## src/rtl/uart.sv

```systemverilog
// 8N1 UART with vector framing: transmits n_tx_nums 16-bit words high byte first
// and reassembles n_rx_nums received words, pulsing rx_available per full vector.
package uart_pkg;
    typedef logic signed [15:0] num;
endpackage

module uart #(
    parameter int n_tx_nums    = 5,
    parameter int n_rx_nums    = 5,
    parameter int CLKS_PER_BIT = 100
) (
    input  logic                          clk,
    input  logic                          reset,
    input  logic                          send_data,
    input  uart_pkg::num [n_tx_nums-1:0]  tx_nums,
    output logic                          tx_ready,
    output logic                          tx,
    input  logic                          rx,
    input  logic                          new_vector_incoming,
    output uart_pkg::num [n_rx_nums-1:0]  rx_nums,
    output logic                          rx_available
);
    localparam int CW = (CLKS_PER_BIT > 1) ? $clog2(CLKS_PER_BIT) : 1;
    localparam logic [CW-1:0] BIT_LAST  = CW'(CLKS_PER_BIT - 1);
    localparam logic [CW-1:0] HALF_LAST = CW'((CLKS_PER_BIT / 2 > 0) ? CLKS_PER_BIT / 2 - 1 : 0);

    localparam int TX_BYTES = 2 * n_tx_nums;
    localparam int TBW      = (TX_BYTES > 1) ? $clog2(TX_BYTES) : 1;
    localparam int TVW      = 16 * n_tx_nums;
    localparam int RWW      = (n_rx_nums > 1) ? $clog2(n_rx_nums) : 1;

    typedef enum logic [1:0] {TX_IDLE, TX_START, TX_DATA, TX_STOP} tx_state_t;
    typedef enum logic [1:0] {RX_IDLE, RX_START, RX_DATA, RX_STOP} rx_state_t;

    // ---------------------------------------------------------------- transmit
    tx_state_t        tx_state_q;
    logic [CW-1:0]    tx_cnt_q;
    logic [2:0]       tx_bit_q;
    logic [TBW-1:0]   tx_byte_q;
    logic [7:0]       tx_shift_q;
    logic [TVW-1:0]   tx_vec_q;
    logic [TVW-1:0]   tx_load_vec;
    logic             tx_q;
    logic             tx_ready_q;

    // Word 0 goes to the top of the vector so every byte is taken from the MSBs.
    for (genvar g = 0; g < n_tx_nums; g++) begin : g_tx_pack
        assign tx_load_vec[16*(n_tx_nums-1-g) +: 16] = tx_nums[g];
    end

    always_ff @(posedge clk or posedge reset) begin
        if (reset) begin
            tx_state_q <= TX_IDLE;
            tx_cnt_q   <= '0;
            tx_bit_q   <= '0;
            tx_byte_q  <= '0;
            tx_shift_q <= '0;
            tx_vec_q   <= '0;
            tx_q       <= 1'b1;
            tx_ready_q <= 1'b1;
        end else begin
            case (tx_state_q)
                TX_IDLE: begin
                    if (send_data && tx_ready_q) begin
                        tx_state_q <= TX_START;
                        tx_q       <= 1'b0;
                        tx_ready_q <= 1'b0;
                        tx_cnt_q   <= '0;
                        tx_byte_q  <= '0;
                        tx_shift_q <= tx_load_vec[TVW-1 -: 8];
                        tx_vec_q   <= tx_load_vec << 8;
                    end
                end
                TX_START: begin
                    if (tx_cnt_q == BIT_LAST) begin
                        tx_state_q <= TX_DATA;
                        tx_cnt_q   <= '0;
                        tx_bit_q   <= '0;
                        tx_q       <= tx_shift_q[0];
                    end else begin
                        tx_cnt_q <= tx_cnt_q + 1'b1;
                    end
                end
                TX_DATA: begin
                    if (tx_cnt_q == BIT_LAST) begin
                        tx_cnt_q <= '0;
                        if (tx_bit_q == 3'd7) begin
                            tx_state_q <= TX_STOP;
                            tx_q       <= 1'b1;
                        end else begin
                            tx_bit_q   <= tx_bit_q + 1'b1;
                            tx_shift_q <= tx_shift_q >> 1;
                            tx_q       <= tx_shift_q[1];
                        end
                    end else begin
                        tx_cnt_q <= tx_cnt_q + 1'b1;
                    end
                end
                TX_STOP: begin
                    if (tx_cnt_q == BIT_LAST) begin
                        tx_cnt_q <= '0;
                        if (tx_byte_q == TBW'(TX_BYTES - 1)) begin
                            tx_state_q <= TX_IDLE;
                            tx_ready_q <= 1'b1;
                            tx_byte_q  <= '0;
                        end else begin
                            // Next start bit follows the stop bit with no idle gap.
                            tx_state_q <= TX_START;
                            tx_q       <= 1'b0;
                            tx_byte_q  <= tx_byte_q + 1'b1;
                            tx_shift_q <= tx_vec_q[TVW-1 -: 8];
                            tx_vec_q   <= tx_vec_q << 8;
                        end
                    end else begin
                        tx_cnt_q <= tx_cnt_q + 1'b1;
                    end
                end
                default: tx_state_q <= TX_IDLE;
            endcase
        end
    end

    assign tx       = tx_q;
    assign tx_ready = tx_ready_q;

    // ----------------------------------------------------------------- receive
    logic                          rx_s1_q, rx_s2_q, rx_s3_q;
    rx_state_t                     rx_state_q;
    logic [CW-1:0]                 rx_cnt_q;
    logic [2:0]                    rx_bit_q;
    logic [7:0]                    rx_shift_q;
    logic [7:0]                    rx_hi_q;
    logic                          rx_lo_q;
    logic [RWW-1:0]                rx_word_q;
    uart_pkg::num [n_rx_nums-1:0]  rx_nums_q;
    logic                          rx_avail_q;

    logic                          rx_fall;
    logic                          rx_done;
    logic                          rx_lo_eff;
    logic [RWW-1:0]                rx_word_eff;

    assign rx_fall = rx_s3_q && !rx_s2_q;
    assign rx_done = (rx_state_q == RX_STOP) && (rx_cnt_q == BIT_LAST) && rx_s2_q;

    // A new-vector request takes effect for a byte finishing in the same cycle.
    assign rx_lo_eff   = rx_lo_q && !new_vector_incoming;
    assign rx_word_eff = new_vector_incoming ? '0 : rx_word_q;

    always_ff @(posedge clk or posedge reset) begin
        if (reset) begin
            rx_s1_q    <= 1'b1;
            rx_s2_q    <= 1'b1;
            rx_s3_q    <= 1'b1;
            rx_state_q <= RX_IDLE;
            rx_cnt_q   <= '0;
            rx_bit_q   <= '0;
            rx_shift_q <= '0;
            rx_hi_q    <= '0;
            rx_lo_q    <= 1'b0;
            rx_word_q  <= '0;
            rx_nums_q  <= '0;
            rx_avail_q <= 1'b0;
        end else begin
            rx_s1_q    <= rx;
            rx_s2_q    <= rx_s1_q;
            rx_s3_q    <= rx_s2_q;
            rx_avail_q <= 1'b0;

            case (rx_state_q)
                RX_IDLE: begin
                    if (rx_fall) begin
                        rx_state_q <= RX_START;
                        rx_cnt_q   <= '0;
                    end
                end
                RX_START: begin
                    if (rx_cnt_q == HALF_LAST) begin
                        rx_cnt_q   <= '0;
                        rx_bit_q   <= '0;
                        rx_state_q <= rx_s2_q ? RX_IDLE : RX_DATA;
                    end else begin
                        rx_cnt_q <= rx_cnt_q + 1'b1;
                    end
                end
                RX_DATA: begin
                    if (rx_cnt_q == BIT_LAST) begin
                        rx_cnt_q   <= '0;
                        rx_shift_q <= {rx_s2_q, rx_shift_q[7:1]};
                        if (rx_bit_q == 3'd7) begin
                            rx_state_q <= RX_STOP;
                        end else begin
                            rx_bit_q <= rx_bit_q + 1'b1;
                        end
                    end else begin
                        rx_cnt_q <= rx_cnt_q + 1'b1;
                    end
                end
                RX_STOP: begin
                    if (rx_cnt_q == BIT_LAST) begin
                        rx_cnt_q   <= '0;
                        rx_state_q <= RX_IDLE;
                    end else begin
                        rx_cnt_q <= rx_cnt_q + 1'b1;
                    end
                end
                default: rx_state_q <= RX_IDLE;
            endcase

            // A low stop bit leaves rx_done clear, so the byte is simply dropped.
            if (rx_done) begin
                if (!rx_lo_eff) begin
                    rx_hi_q   <= rx_shift_q;
                    rx_lo_q   <= 1'b1;
                    rx_word_q <= rx_word_eff;
                end else begin
                    rx_nums_q[rx_word_eff] <= {rx_hi_q, rx_shift_q};
                    rx_lo_q <= 1'b0;
                    if (rx_word_eff == RWW'(n_rx_nums - 1)) begin
                        rx_word_q  <= '0;
                        rx_avail_q <= 1'b1;
                    end else begin
                        rx_word_q <= rx_word_eff + 1'b1;
                    end
                end
            end else if (new_vector_incoming) begin
                rx_word_q <= '0;
                rx_lo_q   <= 1'b0;
            end
        end
    end

    assign rx_nums      = rx_nums_q;
    assign rx_available = rx_avail_q;

endmodule

```

## config.mk

```make
export PLATFORM = sky130hd
export DESIGN_NAME = uart
export DESIGN_NICKNAME = d
export VERILOG_FILES = /design/src/rtl/uart.sv
export SDC_FILE = /design/constraint.sdc
export NUM_CORES = 1
export LEC_CHECK = 0
export ABC_AREA = 0
export CORE_MARGIN = 2
export CORE_UTILIZATION = 48
export CTS_CLUSTER_DIAMETER = 50
export DETAILED_ROUTE_END_ITERATION = 12
export HOLD_SLACK_MARGIN = 0.12
export PLACE_DENSITY = 0.76
export SYNTH_ARGS = -nofsm -noshare
export SYNTH_HDL_FRONTEND = slang
export SYNTH_SLANG_ARGS = --single-unit
```

## constraint.sdc

```tcl
create_clock -name clk -period 8.41 [get_ports clk]
set_clock_uncertainty 0.15 [all_clocks]
set_input_delay 2.523 -clock clk [delete_from_list [all_inputs] [get_ports clk]]
set_output_delay 2.523 -clock clk [all_outputs]
set_load 0.005 [all_outputs]
```

==> flow_summary.ini <==
[route]
top_layer = met4
first_pass_iters = 4
wl_per_cell_um = 18.6
drtIter0Drc = 426
vias = 6414
vias_per_cell = 5.41
drt-total-wl_um = 22000
wl_met2_um = 10400
ant_nets = 0
wl_met3_um = 1550
wl_met1_um = 9570
drc_errors = 0

[synthesis]
synth_flop_cell = dfrtp_1
ys_warn_count = 0
yosysMostFrequentCell = mux2_2
yosys.area.top_type = dfrtp_1
ys_types = 62
seq_area_frac_synth_pct = 54.4
synth_nets = 827
synth.cell_area_um2 = 9850
synth_edf_count = 0
synthTopCellsByArea = dfrtp_1, mux2_2, ha_1, a22o_1, mux2_4
syn_area_per_cell_um2 = 13.6
async_flop_share_pct = 100
synth_common_cells = mux2_2, dfrtp_1, nand2_1
ys_seq_elements = 214
syn_inst = 725
yosys.area.top_type_share_pct = 53.1

[critical_path]
crit_path_top_delay_cell = a31o_2
cp.required_ns = 8.67
critPathCaptureType = flip-flop
worstSetupPathType = input pin to flip-flop
arrival_ns = 5.41
start_kind = input pin
crit_fanout = 38
reg2reg_depth = 7
cp_slowest_stage_delay_ns = 0.65
crit_chain = clkdlybuf4s50_1 > a21boi_4 > nor2b_1 > a31o_2 > buf_4 > mux2_2

[sta]
fin_ws_ns = 3.25
drv_slew = 0
finalSetupViolCount = 0
relSlewSlack_pct = 32.8
timing.final.crit_period_ns = 5.16
finalCritPeriodShare_pct = 61.3
fmax_mhz = 194
worst_slew_pin_slew_ns = 1.01
finalHoldViolCount = 0
fin_setup_tns_ns = 0
rsz0062_at_grt = false

[cells_and_area]
areaGrowthSynthToFinish_pct = 29.2
final_area_um2 = 12700
layout.nets = 996
fillCellCount = 1552
antennaDiodeCount = 0
drive_above_1_share_pct = 33.7

[global_route]
grt_pass1_vias = 6624
track_usage_pct = 20.3
overflow = 0
grt_max_degree = 77
grt_antenna_before_repair = 0
grt_pass1_wl_um = 35500

[die]
die_w_um = 147
coreArea_um2 = 20200
initial_core_util_pct = 48.9
die_area_um2 = 21700
die_h_um = 147
ios = 168
placementRows = 52

[clocking]
insertion_delay_ns = 0.54
clk_pin_slew_worst_paths_ns = 0.06
ctsHoldBuffers = 0
cts.path.max_buffers = 3
cts-root-buf = clkbuf_16
post_cts_resized = 0
cts_buffers = 28
htreeDepth = 1
cts_tree = done
cts_sinks = 214
post_cts_buffers = 0

[pwr]
p_sw_share_pct = 22.9
p_comb_share_pct = 6.3
total_power_mw = 2.51
clkPwrFrac_pct = 50.7
power_leakage_nw = 5.85
vdd_drop_max_mv = 0.180
p_sw_uw = 576
seqPwrFrac_pct = 43.0
powerDensity_nw_per_um2 = 197
p_int_mw = 1.93

[placement]
dp_hpwl_um = 14600
placed_area_um2 = 11700
gp_congestion = 0.835
pre_cts_ws_ns = 2.70
io_buffer_count = 167

[run_status]
outcome = finished clean

[run]
drv_cap = 0

[worst_hold_path]
hold_path_class = flip-flop to flip-flop
hold_path_depth = 0
==> sequential cells by signal (all words and copies together) (netlist names), 2 cells and up, named ones only <==
register / cells
rx_bit_q: 3
rx_cnt_q: 7
rx_hi_q: 8
rx_nums: 80
rx_shift_q: 8
rx_word_q: 3
tx_bit_q: 3
tx_byte_q: 4
tx_cnt_q: 7
tx_shift_q: 8
tx_state_q: 2
tx_vec_q: 72
==> cells by family after synthesis <==
kind of cell | share of synthesized area (%)
adders and majority gates | 2.16
xor gates and xnor gates | 0.356
buffers and inverters | 2.95
AOI/OAI and AO/OA | 6.07
DFF | 54.4
and+or+nand+nor | 6.72
muxes | 27.3
==> final cells by class <==
cell class	count	area [um2]	area share (%)
inverters	17	67.6	0.531
multi-input cells	460	4210	33.1
repair buffers	173	1720	13.5
flip-flops and latches	214	5360	42.1
clock inverters	17	231	1.82
well taps	270	338	2.65
clock buffers	35	797	6.26
==> stage by stage <==
stage	hold WS, ns	cells	utilization [%]
finish	0.207	1186	63.1
global route	0.208	1186	63.1
detailed placement	0.198	1134	58.0
global placement	0.199	1134	58.0
CTS	0.207	1186	63.1
floorplan	0.195	725	-
==> worst max-delay path, delay by kind of cell <==
family          cells  cell delay (ns)
compound gates      2             0.81
simple gates        1             0.55
buf+inv             2             1.10
mux                 1             0.40
==> power groups by stage <==
stage | Combinational (mW) | Sequential (mW) | Clock [mW]
after detailed placement | 0.161 | 1.10 | 0
final | 0.159 | 1.08 | 1.27
after global routing | 0.179 | 1.08 | 1.34
after CTS | 0.162 | 1.08 | 1.30
after global placement | 0.157 | 1.10 | 0
after floorplan | 0.0994 | 1.09 | 0
==> per-layer routing <==
metal	vias up	GRT usage (%)
met5	-	0
li1	2967	-
met3	33	5.47
met4	0	5.14
met1	3239	27.1
met2	175	33.2
==> layout by cell type (no fill, tap or decap), types with 8 or more instances in the layout <==
master           count
dfrtp_1            209
ha_1                16
mux2_4              10
nor2_1              21
a22o_1              18
a21oi_1              8
mux2_2             218
inv_1               16
o21ai_0             20
nand3_1             15
clkbuf_16           28
clkdlybuf4s50_1    167
nand2_1             34
==> final timing paths <==
kind                                            end                      start  slack [ns]
max                        tx_vec_q[20]$_DFFE_PP0P_                  send_data        3.25
min                               rx_s2_q$_DFF_PP1_          rx_s1_q$_DFF_PP1_        0.21
max reg2reg                tx_vec_q[20]$_DFFE_PP0P_  tx_state_q[0]$_DFFE_PP0P_        4.78
min reg2reg                       rx_s2_q$_DFF_PP1_          rx_s1_q$_DFF_PP1_        0.21
max in group asynchronous   rx_nums[29]$_DFFE_PP0P_                      reset        4.68
min in group asynchronous  tx_vec_q[51]$_DFFE_PP0P_                      reset        2.40
Power figures use the tool's default switching activity.
